--- src/rtl/sha256_round_ctrl.sv ---
// sha256_round_ctrl: SHA-256 job sequencer (W load, rounds, H accumulate); optional double hash via ROUND_CTRL_DOUBLE_HASH_EN
module sha256_round_ctrl #(
  parameter int ROUNDS   = 64,
  parameter int WAIT_MAX = 255
) (
  input  logic       clk,
  input  logic       reset,
  input  logic       start,
  input  logic       abort,
  input  logic       w_ready,
  output logic       busy,
  output logic       w_en,
  output logic       round_init,
  output logic       round_en,
  output logic [5:0] round_idx,
  output logic       hash_acc,
  output logic       done,
  output logic       timeout,
  output logic       pass
);
  typedef enum logic [2:0] {IDLE, WLOAD, INIT, ROUND, ACC, DONE, TOUT} state_t;
  state_t     state, state_n;
  logic [5:0] rcnt, rcnt_n;
  logic [7:0] wcnt, wcnt_n;
  // state and counters; reset forces IDLE with cleared counters
  always_ff @(posedge clk or posedge reset) begin
    if (reset) begin
      state <= IDLE;
      rcnt  <= '0;
      wcnt  <= '0;
    end else begin
      state <= state_n;
      rcnt  <= rcnt_n;
      wcnt  <= wcnt_n;
    end
  end
`ifdef ROUND_CTRL_DOUBLE_HASH_EN
  logic pass_q;
  // second pass starts on leaving ACC; any exit to IDLE returns to the first pass
  always_ff @(posedge clk or posedge reset) begin
    if (reset) pass_q <= 1'b0;
    else if (state != IDLE && abort) pass_q <= 1'b0;
    else if (state == ACC) pass_q <= 1'b1;
    else if (state == DONE || state == TOUT) pass_q <= 1'b0;
  end
  assign pass = pass_q;
`else
  assign pass = 1'b0;
`endif
  // next state; counters default to zero so they only run in their own state
  always_comb begin
    state_n = state;
    rcnt_n  = '0;
    wcnt_n  = '0;
    if (state != IDLE && abort) state_n = IDLE;
    else begin
      case (state)
        IDLE:  state_n = (start && !abort) ? WLOAD : IDLE;
        WLOAD: begin
          state_n = w_ready ? INIT : (wcnt == 8'(WAIT_MAX)) ? TOUT : WLOAD;
          wcnt_n  = (w_ready || wcnt == 8'(WAIT_MAX)) ? 8'd0 : wcnt + 8'd1;
        end
        INIT:  state_n = ROUND;
        ROUND: begin
          state_n = (rcnt == 6'(ROUNDS - 1)) ? ACC : ROUND;
          rcnt_n  = (rcnt == 6'(ROUNDS - 1)) ? 6'd0 : rcnt + 6'd1;
        end
`ifdef ROUND_CTRL_DOUBLE_HASH_EN
        ACC:   state_n = pass ? DONE : WLOAD;
`else
        ACC:   state_n = DONE;
`endif
        default: state_n = IDLE;
      endcase
    end
  end
  assign busy       = state != IDLE;
  assign w_en       = state == WLOAD;
  assign round_init = state == INIT;
  assign round_en   = state == ROUND;
  assign round_idx  = (state == ROUND) ? rcnt : 6'd0;
  assign hash_acc   = state == ACC;
  assign done       = state == DONE;
  assign timeout    = state == TOUT;
endmodule
--- config.mk ---
export PLATFORM = sky130hd
export DESIGN_NAME = sha256_round_ctrl
export DESIGN_NICKNAME = d
export VERILOG_FILES = /design/src/rtl/sha256_round_ctrl.sv
export SDC_FILE = /design/constraint.sdc
export NUM_CORES = 1
export LEC_CHECK = 0
export BUFFER_PORTS_ARGS = -buffer_cell sky130_fd_sc_hd__buf_2
export CAP_MARGIN = 40
export CORE_ASPECT_RATIO = 1.25
export CORE_MARGIN = 10
export CORE_UTILIZATION = 53
export DETAILED_ROUTE_END_ITERATION = 7
export GPL_TIMING_DRIVEN = 0
export PLACE_DENSITY_LB_ADDON = 0.05
export RECOVER_POWER = 25
export SLEW_MARGIN = 5
export SYNTH_ARGS = -nofsm -noshare
export SYNTH_HDL_FRONTEND = slang
export SYNTH_SLANG_ARGS = --single-unit
--- constraint.sdc ---
create_clock -name clk -period 1.93 [get_ports clk]
set_clock_uncertainty 0.1 [all_clocks]
set_input_delay 0.0965 -clock clk [delete_from_list [all_inputs] [get_ports clk]]
set_output_delay 0.0965 -clock clk [all_outputs]
set_load 0.02 [all_outputs]
==> metrics, run 1 <==
Tot Pwr 835 uW; Slowest-stage cell, CP a311o_1; P_leak 0.000517 uW; ant diodes 0; Num CTS Buffers 3; maxcap violations 0; Vias ~760; CP Buf/Inv Count 1; grt total ovfl 0; Crit path largest cell delay 0.43 ns; Layout area overhead 14.6%; Root Buffer clkbuf_4; Die X just under 60 um; DIE AREA slightly below 4000 um^2; Layout fillers between 150 and 200; Synth Cell Area around 960 um^2; Seq cells post-synth 17; Hold Path Class in -> reg; Slew Viols, Final 0; synth top area cells dfrtp_1 44%, and2_1 3.9%, nor2_1 3.9%; DRC 0; Synth Instances between 100 and 150; initial antenna violation count 0; CTS tree yes; Max clock buf depth 2; CTS Hold Bufs 1; Wirelength per Cell 13.1 um; GP Congestion a little over 0.8; vias in the first global route roughly 750; postcts setup bufs 0; Routed Antenna Nets 0; CTS H-Tree Depth 1; power density cells 759 nW/um^2; HPWL Detailed about 1400 um; drt first-iter violations 26; actual slew at the worst max-slew pin approximately 0.65 ns; CTS sink cnt 17; total track usage 10.1%; Place WS around 0.24 ns; Post-synth top cells 17 x dfrtp_1, 10 x nor2_1, 6 x and2_1, 6 x inv_1, 6 x nand3_1; period utilization roughly 89%; area taken by multi-input logic gates around 480 um^2; pin count of the biggest net entering global routing 18; unrepaired setup endpoints after global routing no; Fin. Hold Viols 0; synthesized area per cell roughly 9.5 um^2; DRT Wirelength 1850 um; synth unique cells 36; share of cells above drive strength 1 22.1%; Reg clk slew, reported paths between 0.1 and 0.15 ns; Post-CTS Resized 0; Vias/cell ~5.4; Post-synth top flop dfrtp_1; Port Buffer Count 16; critical path's top delay family compound AO/OA/AOI/OAI gates; worst path cell trace ha_1 -> and3_1 -> clkbuf_1 -> a311o_1 -> a21oi_1; syn_nets around 110; nets@finish 130; Detailed Routing Iterations Pass 1 4; min Tclk post-route 1.72 ns; Die Ht 67.6 um; Slew headroom between 50% and 60%; WP data arrival about 1.8 ns; CORE AREA around 1700 um^2; FMAX approximately 0.58 GHz; status finished clean; CP Class reg -> reg; I/O pin count 19; FF/Latch Area roughly 430 um^2; setup TNS 0 ns; register area share after synthesis roughly 44%; Site Rows 17; Post-synth EDFFs 0; area leader, netlist dfrtp_1; Peak VDD IR about 730 uV; asr flop ratio synth 100%; PnR worst setup slack approximately 0.21 ns; CP Max Fanout 5; leading cell type by number of instances after synthesis dfrtp_1; worst skew pair latency ~0.28 ns; first-pass GRT wire length roughly 3300 um; CP Capture Type flop; Worst EP required a little over 2 ns; Synth top area share around 44%; Initial Utilization approximately 55%; CP Launch Type flop; Synth Warn # 0; Final setup violation count 0
through the flow:
step                      instances  hold slack, ns  util (%)  instance area [um^2]
after floorplan                 101         -0.0774         -                   960
after global placement          136           0.106      61.0                  1060
after detailed placement        136           0.117      61.0                  1060
after CTS                       141          0.0355      63.1                  1100
after global routing            141          0.0254      63.1                  1100
final                           141          0.0296      63.1                  1100
logic make-up after synthesis:
logic type      Yosys count  synth area share [%]
flops                    17                  44.3
xor+xnor                  6                  5.48
other cells               1                 0.391
compound gates           18                  12.9
buf+inv                  12                  6.13
simple gates             44                  27.1
fa+ha+maj                 3                  3.65
registers in the layout, summed over array words and instances, names as in the netlist:
signal and count:
state 3, rcnt 6, wcnt 8
path summary, 6_finish.rpt:
| kind | from | endpoint | slack (ns) | cells after the start |
|---|---|---|---|---|
| max in group asynchronous | reset | rcnt[4] | 0.98 | 3 |
| setup reg to reg | rcnt[0] | rcnt[5] | 0.21 | 5 |
| min in group asynchronous | reset | wcnt[5] | 0.33 | 3 |
| hold / removal | w_ready | state[1] | 0.03 | 2 |
| hold reg to reg | rcnt[0] | rcnt[0] | 0.39 | 1 |
| setup / recovery | rcnt[0] | rcnt[5] | 0.21 | 5 |
cell type report:
type,instances,share of cell area [%]
Multi-Input combinational cell,72,43.2
Sequential cell,17,38.7
Timing Repair Buffer,17,8.19
Buffer,6,3.30
Clock buffer,4,2.39
Tap cell,19,2.16
Inverter,6,2.05
per-layer routing:
metal  routed length, um  GRT usage, %  share of wire [%]  vias up
li1                    -             -                  -      393
met5                   0             0                  0        -
met3                 145          3.56                7.8        2
met1                 819          11.4                 44      355
met2                 874          17.7                 47       13
met4                  10          2.65               0.54        0
power by group:
part,switching [uW],leakage (uW),internal (uW)
clock network,111,0.0000150,80.0
registers,15.6,0.000236,377
logic,148,0.000267,103
total,275,0.000517,560
placed cells by master, fill, tap and decap left out, types with 2 or more instances in the layout:
cell and instances:
o21ai_0 5, a21oi_1 5, nand3_1 6, inv_1 6, nor2_1 10, dfrtp_1 17
nor3_1 3, xor2_1 3, clkbuf_4 3, and3_1 3, xnor2_1 3, nand2_1 2
or3_1 5, clkbuf_1 2, buf_2 18, and2_1 6, ha_1 2, nor3b_1 3
Note: power is estimated with default switching activity, not from simulation.
==> inputs of run 2 (changes only) <==
--- a/config.mk
+++ b/config.mk
@@ -12,7 +12,7 @@
 export CORE_UTILIZATION = 53
 export DETAILED_ROUTE_END_ITERATION = 7
 export GPL_TIMING_DRIVEN = 0
-export PLACE_DENSITY_LB_ADDON = 0.05
+export PLACE_DENSITY_LB_ADDON = 0.1
 export RECOVER_POWER = 25
 export SLEW_MARGIN = 5
 export SYNTH_ARGS = -nofsm -noshare
==> metrics, run 2 (same netlist as run 1, synthesis figures left out) <==
GP Congestion approximately 0.78; CP Class reg -> reg; DIE AREA 3920 um^2; Hold Path Class in -> reg; first-pass GRT wire length 3130 um; Vias/cell approximately 5.6; CTS tree yes; total track usage slightly below 10%; dpl cell area approximately 1100 um^2; most common cell after layout, fill and taps aside buf_2; Largest register FFs 8; DP Cell Count 136; Vias slightly below 800; Port Buffer Count 16; DRT Wirelength between 1500 and 2000 um; Largest regs wcnt (8), rcnt (6), state (3); Slowest-stage cell, CP dfrtp_1; initial antenna violation count 0; CTS H-Tree Depth 1; area taken by multi-input logic gates roughly 480 um^2; grt total ovfl 0; Detailed Routing Iterations Pass 1 4; worst reg2reg path startpoint rcnt[0]; P_leak roughly 0.00052 uW; nets@finish 130; Wirelength per Cell ~13 um; Hold EP state[1]; Fin. Hold Viols 0; CP Max Fanout 5; unrepaired setup endpoints after global routing no; most frequent cells in the layout 18 x buf_2, 17 x dfrtp_1, 10 x nor2_1; Slew headroom between 50 and 60%; Die Ht between 60 and 70 um; R2R depth 5; share of cells above drive strength 1 between 20% and 30%; pin count of the biggest net entering global routing 18; Layout fillers 173; Reg clk slew, reported paths about 0.10 ns; HPWL Detailed between 1000 and 1500 um; min Tclk post-route 1.70 ns; Site Rows 17; Max clock buf depth 2; power density cells 752 nW/um^2; actual slew at the worst max-slew pin around 0.63 ns; FF/Latch Area roughly 430 um^2; CTS sink cnt 17; Initial Utilization 55.0%; CP Capture Type flop; Layout area overhead 14.7%; Root Buffer clkbuf_4; DRC 0; Die X between 50 and 60 um; Crit path largest cell delay between 0.4 and 0.5 ns; Design Area, Final 1100 um^2; worst path cell trace ha_1 -> and3_1 -> clkbuf_1 -> a311oi_1 -> o311a_2; vias in the first global route approximately 730; status finished clean; CP Launch Type flop; Num CTS Buffers 3; FMAX ~0.6 GHz; maxcap violations 0; Tot Pwr roughly 830 uW; WP data arrival 1.83 ns; final core occ 63.1%; I/O pin count 19; HP Start w_ready; Routed Antenna Nets 0; ant diodes 0; Final setup violation count 0; Slew Viols, Final 0; postcts setup bufs 0; Post-Layout Cell Count 141; drt first-iter violations 18; Largest Register wcnt; Critical R2R Capture state[1]; period utilization approximately nine tenths; setup TNS 0 ns; Hold Crit Depth 2; CORE AREA approximately 1700 um^2; worst skew pair latency between 0.2 and 0.3 ns; FF-to-FF setup slack around 0.23 ns; Worst EP required 2.06 ns; Peak VDD IR 429 uV
[run 2: changes by cell type in the layout (fill, tap and decap cells not counted), sizes merged]
cell | before | now
clkbuf | 5 | 4
clkinv | 0 | 1
[run 2: routing by layer]
metal  vias to the layer above  GRT usage [%]  part of all wire, %
li1                        390              -                    -
met1                       378           10.7                   42
met2                        15           16.8                   50
met3                         2           3.19                  6.9
met4                         0           3.53                 0.87
met5                         -              0                    0
[run 2: worst max path at each step]
| stage | start | endpoint | slack [ns] | cells past startpoint |
|---|---|---|---|---|
| 3_5_place_dp | rcnt[0] | state[1] | 0.24 | 5 |
| 6_report | rcnt[0] | state[1] | 0.23 | 5 |
| 3_3_place_gp | rcnt[0] | state[1] | 0.25 | 5 |
| 2_1_floorplan | state[2] | state[2] | 0.33 | 4 |
| 4_1_cts | rcnt[0] | state[1] | 0.21 | 5 |
| 5_1_grt | state[0] | round_idx[5] | 0.09 | 5 |
[run 2: worst max-delay path: cells and delay by family (launching register included)]
kind | cells | cell delay (ns)
compound gates | 2 | 0.57
fa+ha+maj | 1 | 0.23
buf+inv | 1 | 0.15
flops | 1 | 0.41
simple gates | 1 | 0.18
[run 2: area by class of cell]
class / instances / area share, %
Timing Repair Buffer: 17 / 8.18
Tap cell: 19 / 2.16
Sequential cell: 17 / 38.6
Multi-Input combinational cell: 72 / 43.2
Buffer: 6 / 3.30
Clock buffer: 3 / 2.05
Inverter: 6 / 2.05
Clock inverter: 1 / 0.455
[run 2: repair_timing]
item / 4_1_cts / 5_1_grt
endpoints found under the hold margin: 17 / 0
resized for setup: 0 / 0
hold buffers: 1 / 0
[run 2: power by group]
group / switching (uW) / total (uW) / internal (uW) / leakage [uW]
clock: 106 / 183 / 76.8 / 0.0000177
combinational: 150 / 253 / 103 / 0.000267
sequential: 14.6 / 391 / 377 / 0.000236
[run 2: through the flow]
step | worst slack, ns | hold slack, ns
2_1_floorplan | 0.330 | -0.0774
3_3_place_gp | 0.250 | 0.106
3_5_place_dp | 0.235 | 0.109
4_1_cts | 0.212 | 0.0260
5_1_grt | 0.0882 | 0.0198
6_report | 0.230 | 0.0301
